## src/rtl/mips_pkg.sv

```systemverilog
// mips_pkg: opcode/funct constants, FSM state encoding and instruction classes
package mips_pkg;
  localparam logic [5:0] OP_RTYPE = 6'b000000;
  localparam logic [5:0] OP_ADDI  = 6'b001000;
  localparam logic [5:0] OP_BEQ   = 6'b000100;
  localparam logic [5:0] OP_J     = 6'b000010;
  localparam logic [5:0] FN_ADD   = 6'b100000;
  localparam logic [5:0] FN_SUB   = 6'b100010;
  localparam logic [5:0] FN_AND   = 6'b100100;
  localparam logic [5:0] FN_OR    = 6'b100101;
  localparam logic [5:0] FN_SLT   = 6'b101010;
  typedef enum logic [1:0] {S_FETCH = 2'd0, S_DECODE = 2'd1, S_EXEC = 2'd2, S_WB = 2'd3} state_t;
  typedef enum logic [2:0] {CLS_ALU, CLS_ADDI, CLS_BEQ, CLS_J, CLS_ILLEGAL} cls_t;
endpackage

```

## src/rtl/mips_decode.sv

```systemverilog
// mips_decode: splits the latched instruction into class, register fields, immediate and jump target
module mips_decode
  import mips_pkg::*;
(
  input  logic [31:0] ir,
  output cls_t        cls,
  output logic [4:0]  rs,
  output logic [4:0]  rt,
  output logic [4:0]  rd,
  output logic [31:0] imm_sext,
  output logic [27:0] jump_target
);
  logic [5:0] op, fn;
  assign op          = ir[31:26];
  assign fn          = ir[5:0];
  assign rs          = ir[25:21];
  assign rt          = ir[20:16];
  assign rd          = ir[15:11];
  assign imm_sext    = {{16{ir[15]}}, ir[15:0]};
  assign jump_target = {ir[25:0], 2'b00};
  // classify by opcode; R-type is only legal for the five ALU functs
  always_comb
    cls = (op == OP_RTYPE) ? ((fn inside {FN_ADD, FN_SUB, FN_AND, FN_OR, FN_SLT}) ? CLS_ALU : CLS_ILLEGAL) :
          (op == OP_ADDI)  ? CLS_ADDI :
          (op == OP_BEQ)   ? CLS_BEQ  :
          (op == OP_J)     ? CLS_J    : CLS_ILLEGAL;
endmodule

```

## src/rtl/mips_control.sv

```systemverilog
// mips_control: multi-cycle fetch/decode/exec/writeback sequencer owning PC and IR
module mips_control
  import mips_pkg::*;
#(
  parameter logic [31:0] RESET_PC            = 32'h0000_0000,
  parameter bit          ENABLE_ILLEGAL_FLAG = 1'b1
) (
  input  logic        clk,
  input  logic        rst,
  input  logic        run,
  input  logic [31:0] instruction,
  input  logic        alu_zero,
  output logic [31:0] pc,
  output logic [31:0] ir,
  output logic [4:0]  RA,
  output logic [4:0]  RB,
  output logic [4:0]  write_register,
  output logic        reg_write,
  output logic        alu_src_imm,
  output logic        illegal,
  output logic [1:0]  state
);
  state_t      st;
  cls_t        cls;
  logic [4:0]  rs, rt, rd, wsel;
  logic [31:0] imm_sext, pc_plus4;
  logic [27:0] jump_target;
  mips_decode u_decode (
    .ir          (ir),
    .cls         (cls),
    .rs          (rs),
    .rt          (rt),
    .rd          (rd),
    .imm_sext    (imm_sext),
    .jump_target (jump_target)
  );
  assign state    = st;
  assign pc_plus4 = pc + 32'd4;
  assign wsel     = (cls == CLS_ALU) ? rd : rt;
  // FSM with registered outputs; reg_write and illegal are pulses raised for the WB and EXEC cycles
  always_ff @(posedge clk)
    if (!rst) begin
      st             <= S_FETCH;
      pc             <= RESET_PC;
      ir             <= '0;
      RA             <= '0;
      RB             <= '0;
      write_register <= '0;
      reg_write      <= 1'b0;
      alu_src_imm    <= 1'b0;
      illegal        <= 1'b0;
    end else begin
      reg_write <= 1'b0;
      illegal   <= 1'b0;
      case (st)
        S_FETCH: if (run) begin
          ir <= instruction;
          st <= S_DECODE;
        end
        S_DECODE: begin
          RA          <= rs;
          RB          <= rt;
          alu_src_imm <= cls == CLS_ADDI;
          illegal     <= ENABLE_ILLEGAL_FLAG && (cls == CLS_ILLEGAL);
          st          <= S_EXEC;
        end
        S_EXEC: case (cls)
          CLS_ALU, CLS_ADDI: begin
            write_register <= wsel;
            reg_write      <= wsel != 5'd0;
            st             <= S_WB;
          end
          CLS_BEQ: begin
            pc <= alu_zero ? pc_plus4 + {imm_sext[29:0], 2'b00} : pc_plus4;
            st <= S_FETCH;
          end
          CLS_J: begin
            pc <= {pc_plus4[31:28], jump_target};
            st <= S_FETCH;
          end
          default: begin
            pc <= pc_plus4;
            st <= S_FETCH;
          end
        endcase
        default: begin
          pc <= pc_plus4;
          st <= S_FETCH;
        end
      endcase
    end
endmodule

```

## config.mk

```make
export PLATFORM = sky130hd
export DESIGN_NAME = mips_control
export DESIGN_NICKNAME = d
export VERILOG_FILES = /design/src/rtl/mips_pkg.sv /design/src/rtl/mips_decode.sv /design/src/rtl/mips_control.sv
export SDC_FILE = /design/constraint.sdc
export NUM_CORES = 1
export LEC_CHECK = 0
export BUFFER_PORTS_ARGS = -buffer_cell sky130_fd_sc_hd__buf_2
export CORE_UTILIZATION = 35
export DETAILED_ROUTE_END_ITERATION = 8
export SLEW_MARGIN = 15
export SYNTH_ARGS = -nofsm -noshare
export SYNTH_HDL_FRONTEND = slang
export SYNTH_SLANG_ARGS = --single-unit
```

## constraint.sdc

```tcl
create_clock -name clk -period 3.4 [get_ports clk]
set_input_delay 0.34 -clock clk [delete_from_list [all_inputs] [get_ports clk]]
set_output_delay 0.34 -clock clk [all_outputs]
set_load 0.01 [all_outputs]
```

* Word level (Yosys, flattened, before mapping)
Index checks and enable logic that the tools add are counted.
** Operators by class
- Muxes and demuxes :: 12
- Equal/unequal tests :: 16
- Bitwise gates (word level) :: 1
- Add/subtract/negate cells :: 2
- Reductions and logical operators :: 12
** Operator list (count)
- 32-bit one-hot mux with 3 select lines :: 1
- 32-bit one-hot mux with 2 select lines :: 1
- 32-bit by 3-bit adder with 32-bit output, second input constant :: 1
- 32-bit adder :: 1
- 32-bit 2-to-1 mux :: 1
- 6-bit == test, second input constant :: 5
- 3-bit 2-to-1 mux :: 5
- 5-bit nonzero test :: 2
- 2-bit AND reduction :: 4
- 3-bit by 2-bit == test with 1-bit output, second input constant :: 2
- 6-bit by 2-bit == test with 1-bit output, second input constant :: 1
- 6-bit by 3-bit == test with 1-bit output, second input constant :: 1
- 6-bit by 4-bit == test with 1-bit output, second input constant :: 1
- 6-bit logical NOT :: 1
- 2-bit one-hot mux with 3 select lines :: 1
- 5-bit 2-to-1 mux :: 1
- 2-bit 2-to-1 mux :: 2
- 2-bit inequality test, second input constant :: 2
- 2-bit OR reduction :: 2
- 3-bit by 1-bit == test with 1-bit output, second input constant :: 1
- 3-bit == test, second input constant :: 1
- 3-bit logical NOT :: 1
- 3-bit AND reduction :: 1
- 2-bit by 1-bit == test with 1-bit output, second input constant :: 1
- 3 further kinds :: 3
** Storage, ports and cells
- Output and inout port bits :: 84
- Bits in registers :: 84

* Longest topological paths before layout
- Depth in word-level cells :: 9
- Mapped depth :: 16
- Gate-level depth less buffers :: 16

* Modules after synthesis
A second synthesis with hierarchy kept.
** Second synthesis, totals
- Cells, all modules :: 835
- Area, all modules :: 6382.4 um^2
** By module, submodules not included
- mips_control :: instances 1, cells an instance 746, sequential area each 1681.6 um^2, area an instance 5728.0 um^2
- mips_decode :: instances 1, cells an instance 89, sequential area each 0.0 um^2, area an instance 654.4 um^2

* Worst setup path after synthesis
OpenSTA, ideal clock, no wires.
- Kind :: register to register
- Start point :: register pc[15]
- End point :: register pc[31]
- Arrival :: 3589 ps
- Stages on the path, launching flop included :: 17
- Slack :: -323 ps
- Required time :: 3266 ps
- Path buffers :: 0
- Setup time :: 134 ps
- Cells stage by stage :: dfxtp_1 > and4_1 > and3_4 > and3_4 > and4_4 > and3_4 > nand3_1 > xnor2_1 > ha_1 > inv_1 > o21bai_1 > a21oi_1 > mux2i_1 > o311ai_0 > a211oi_1 > nor3_1 > or4_1
** On the way
- Longest elaborated chain between the ends :: 5
** Ends and longest elaborated chain
- from (decl) :: RTL line mips_control.sv:13 : output logic [31:0] pc,
- from (signal assigned) :: RTL line mips_control.sv:74 : pc <= alu_zero ? pc_plus4 + {imm_sext[29:0], 2'b00} : pc_plus4;
- from (signal assigned) :: RTL line mips_control.sv:78 : pc <= {pc_plus4[31:28], jump_target};
- from (signal assigned) :: RTL line mips_control.sv:82 : pc <= pc_plus4;
- 32-bit by 3-bit adder with 32-bit output (*) :: RTL line mips_control.sv:38 : assign pc_plus4 = pc + 32'd4;
- 32-bit adder :: RTL line mips_control.sv:74
- 32-bit 2-to-1 mux :: RTL line mips_control.sv:74
- 32-bit one-hot mux with 3 select lines :: RTL line mips_control.sv:67 : S_EXEC: case (cls)
- 32-bit one-hot mux with 2 select lines (*) :: RTL line mips_control.sv:55 : case (st)
Every way passes the cells marked *; elsewhere a longest branch is shown, timed or not.
A chain may end at the register's enable or synchronous reset.

* Final worst setup path
Ends and elaborated chain as after synthesis.

==> qor.yml <==
status:
  status: "finished with violations"
  violations: "negative setup slack"
drt:
  vias: 6311
  drt_wl_total_mm: 19.82
  routedWlPerCell_um: 17.07
  firstDrtPassIters: 7
  detail_route.vias_per_cell: 5.436
  ant_nets: 0
  drtIter0Drc: 382
  post-route-drc-count: 0
worst_setup_path:
  critical_path.most_common_cell: "and3_4"
  worstSetupPathType: "flip-flop to flip-flop"
  startpoint_type: "flip-flop"
  crit_slowest_cell: "or4_1"
  crit_path_max_fanout: 3
  required_ns: 3.63
  cp_slowest_stage_delay_ns: 0.50
  worstSetupEndpointType: "flip-flop"
  arrival_ns: 3.86
  cp_cell_sequence: "and4_4 -> and3_4 -> and3_4 -> and4_4 -> and3_4 -> nand3_2 -> xnor2_2 -> ha_1 -> inv_2 -> o21bai_1 -> a21oi_2 -> mux2i_1 -> o311ai_1 -> a211oi_2 -> nor3_1 -> or4_1"
grt:
  first_global_vias: 5748
  track_usage: 0.2381
  antenna_found_initial: 0
  grt_overflow_total: 0
  grt_pass1_wl_mm: 30.60
  grt_start_max_net_pins: 50
  grtUsageMet3: 0.04906
  met2_usage: 0.3558
  top_usage_layer: "met2"
  globalRouteMet1Util: 0.3456
timing:
  fin_crit_ns: 3.630
  maxSlewViolCount: 0
  timing.fmax_ghz: 0.2755
  max_slew_margin: 0.3529
  finalCritPeriodShare: 1.068
  layout_setup_ws_ns: -0.2298
  setup_viol_count_final: 3
  skew_ns: 0.008719
  hold_viol: 0
  worst_pin_slew_ns: 0.9687
  rsz0062_at_grt: "yes"
cells_and_area:
  diodes: 0
  area_growth_pct: 40.47
  nets: 1017
  post-route-cell-area_sq_um: 7856
  drive_gt1_frac: 0.3547
cts:
  clockRootBuffer: "clkbuf_16"
  cts-buffers-inserted: 9
  cts_tree: "built"
  htree_levels: 3
  clock-sinks: 82
  clock_path_buffers: 2
  clk_latency_ns: 0.35
  clk_pin_slew_worst_paths_ns: 0.07
floorplanning:
  initial_core_util: 0.3639
  core_area_sq_um: 15370
  die_area_sq_um: 16490
  die_w_um: 128.4
  io_pins: 120
  die_height_um: 128.4
  rows: 45
placed_design:
  portBuffers: 117
  dpl_cell_area_sq_um: 7212
  place_ws_ns: -0.1792
  gp_congestion: 0.9072
  dp_hpwl_mm: 14.25
power_and_ir_drop:
  p_leak_nw: 3.642
  power.total_mw: 2.731
  peakVddDrop_uv: 286.3
  powerDensity_nw_per_um2: 347.6
min_path:
  hold_path.class: "input pin to flip-flop"
synthesis:
  async_flop_share: 0
  synth-edff-count: 0
  ys_seq_area_frac: 0.2935
  synthFlopType: "dfxtp_1"
  syn_area_per_cell_sq_um: 7.599
  yosysUniqueCellTypes: 70
  netlist_instances: 736
  ys_ff_latch: 82
  yosys_warnings: 0
  netlist_area_sq_um: 5593
flow_run:
  cap_viol_max_count: 0
==> power breakdown <==
part	switching [mW]	total, mW	internal (mW)
Sequential	0.0609	1.07	1.01
Clock	0.465	1.05	0.584
Combinational	0.331	0.611	0.280
==> final cells by class <==
type / instances / area, sq um
Fill cell: 1505 / 7515
Multi-Input combinational cell: 596 / 4054
Sequential cell: 82 / 1663
Timing Repair Buffer: 238 / 1498
Tap cell: 211 / 264.0
Clock buffer: 9 / 225.2
Clock inverter: 7 / 85.08
Inverter: 18 / 67.56
==> sequential cells by signal, indices dropped and copies added, names as in the netlist <==
register and count:
RA 5, RB 5, alu_src_imm 1, illegal 1
ir 32, pc 30, reg_write 1, state 2
write_register 5
==> cells by family after synthesis <==
kind of cell / synth area share
xor+xnor: 0.07360
simple gates: 0.2315
fa+ha+maj: 0.08188
mux: 0.01790
compound gates: 0.2593
other cells: 0.0006705
flops: 0.2935
buf+inv: 0.04161
==> cells in the mapped netlist, drive strengths merged (3+ instances only) <==
master | count | area, sq um
and3 | 10 | 78.83
nand2 | 132 | 495.5
a21boi | 5 | 45.04
nor2b | 7 | 43.79
and2 | 4 | 25.02
o211ai | 3 | 22.52
or3 | 6 | 37.54
o22ai | 4 | 25.02
nor3 | 12 | 60.06
a222oi | 5 | 50.05
o31ai | 4 | 30.03
a221o | 4 | 40.04
clkbuf | 35 | 131.4
a21o | 12 | 90.09
nand3 | 18 | 90.09
a21oi | 82 | 410.4
nand4 | 13 | 87.58
nor2 | 50 | 190.2
dfxtp | 82 | 1642
a211oi | 14 | 105.1
o21a | 3 | 22.52
xnor2 | 38 | 332.8
ha | 35 | 437.9
a221oi | 14 | 122.6
and4 | 5 | 46.29
inv | 17 | 63.81
mux2i | 10 | 100.1
buf | 6 | 33.78
a22oi | 3 | 22.52
o221ai | 4 | 35.03
a31oi | 3 | 18.77
o21ai | 44 | 220.2
nand2b | 5 | 31.28
xor2 | 9 | 78.83
or2 | 3 | 18.77
o21bai | 5 | 37.54
==> what timing repair did <==
action,4_1_cts,5_1_grt
hold buffers,0,0
gates resized for setup,10,44
endpoints found under the setup margin,4,10
pin swaps,4,20
setup buffers,0,9
==> final timing paths <==
path,start,to,slack [ns],depth (start not counted)
min,instruction[25],ir[25],0.22,3
max reg2reg,pc[15],pc[31],-0.23,16
max,pc[15],pc[31],-0.23,16
min reg2reg,RA[3],RA[3],0.45,2
==> metrics by stage <==
stage	hold WS, ns	cells	utilization	setup TNS [ns]
after floorplan	0.4760	737	-	-0.03211
after global placement	0.4429	1136	0.4692	-0.2244
after detailed placement	0.4450	1136	0.4692	-0.2417
after CTS	0.2097	1152	0.4926	-0.1887
after global routing	0.2183	1161	0.5111	-0.9243
final	0.2203	1161	0.5111	-0.2607
==> layer usage <==
metal | vias to the layer above | part of all wire
li1 | 3080 | -
met1 | 2980 | 0.47
met2 | 230 | 0.44
met3 | 21 | 0.074
met4 | 0 | 0.011
met5 | - | 0
==> worst max-delay path: cells and delay by family, from the launching register on <==
family	cells	cell delay, ns
adder cells (fa/ha/maj)	1	0.31
flip-flops	1	0.34
AND/OR/NAND/NOR	8	1.69
buffers and inverters	1	0.06
multiplexers	1	0.23
AO/OA/AOI/OAI	4	0.68
XOR/XNOR	1	0.17
==> cells in the final DEF (no fill, tap or decap), types with 8 or more instances in the layout <==
master,n
mux2i_1,10
a221oi_1,14
nor2_1,46
o21ai_0,37
a21oi_1,75
xnor2_1,29
buf_4,120
a21o_1,12
xnor2_2,9
nand2_1,127
ha_1,30
dfxtp_2,8
dfxtp_1,71
nand3_1,15
inv_1,16
a211oi_1,12
buf_2,117
nand4_1,12
clkbuf_16,9
Power figures use the tool's default switching activity.
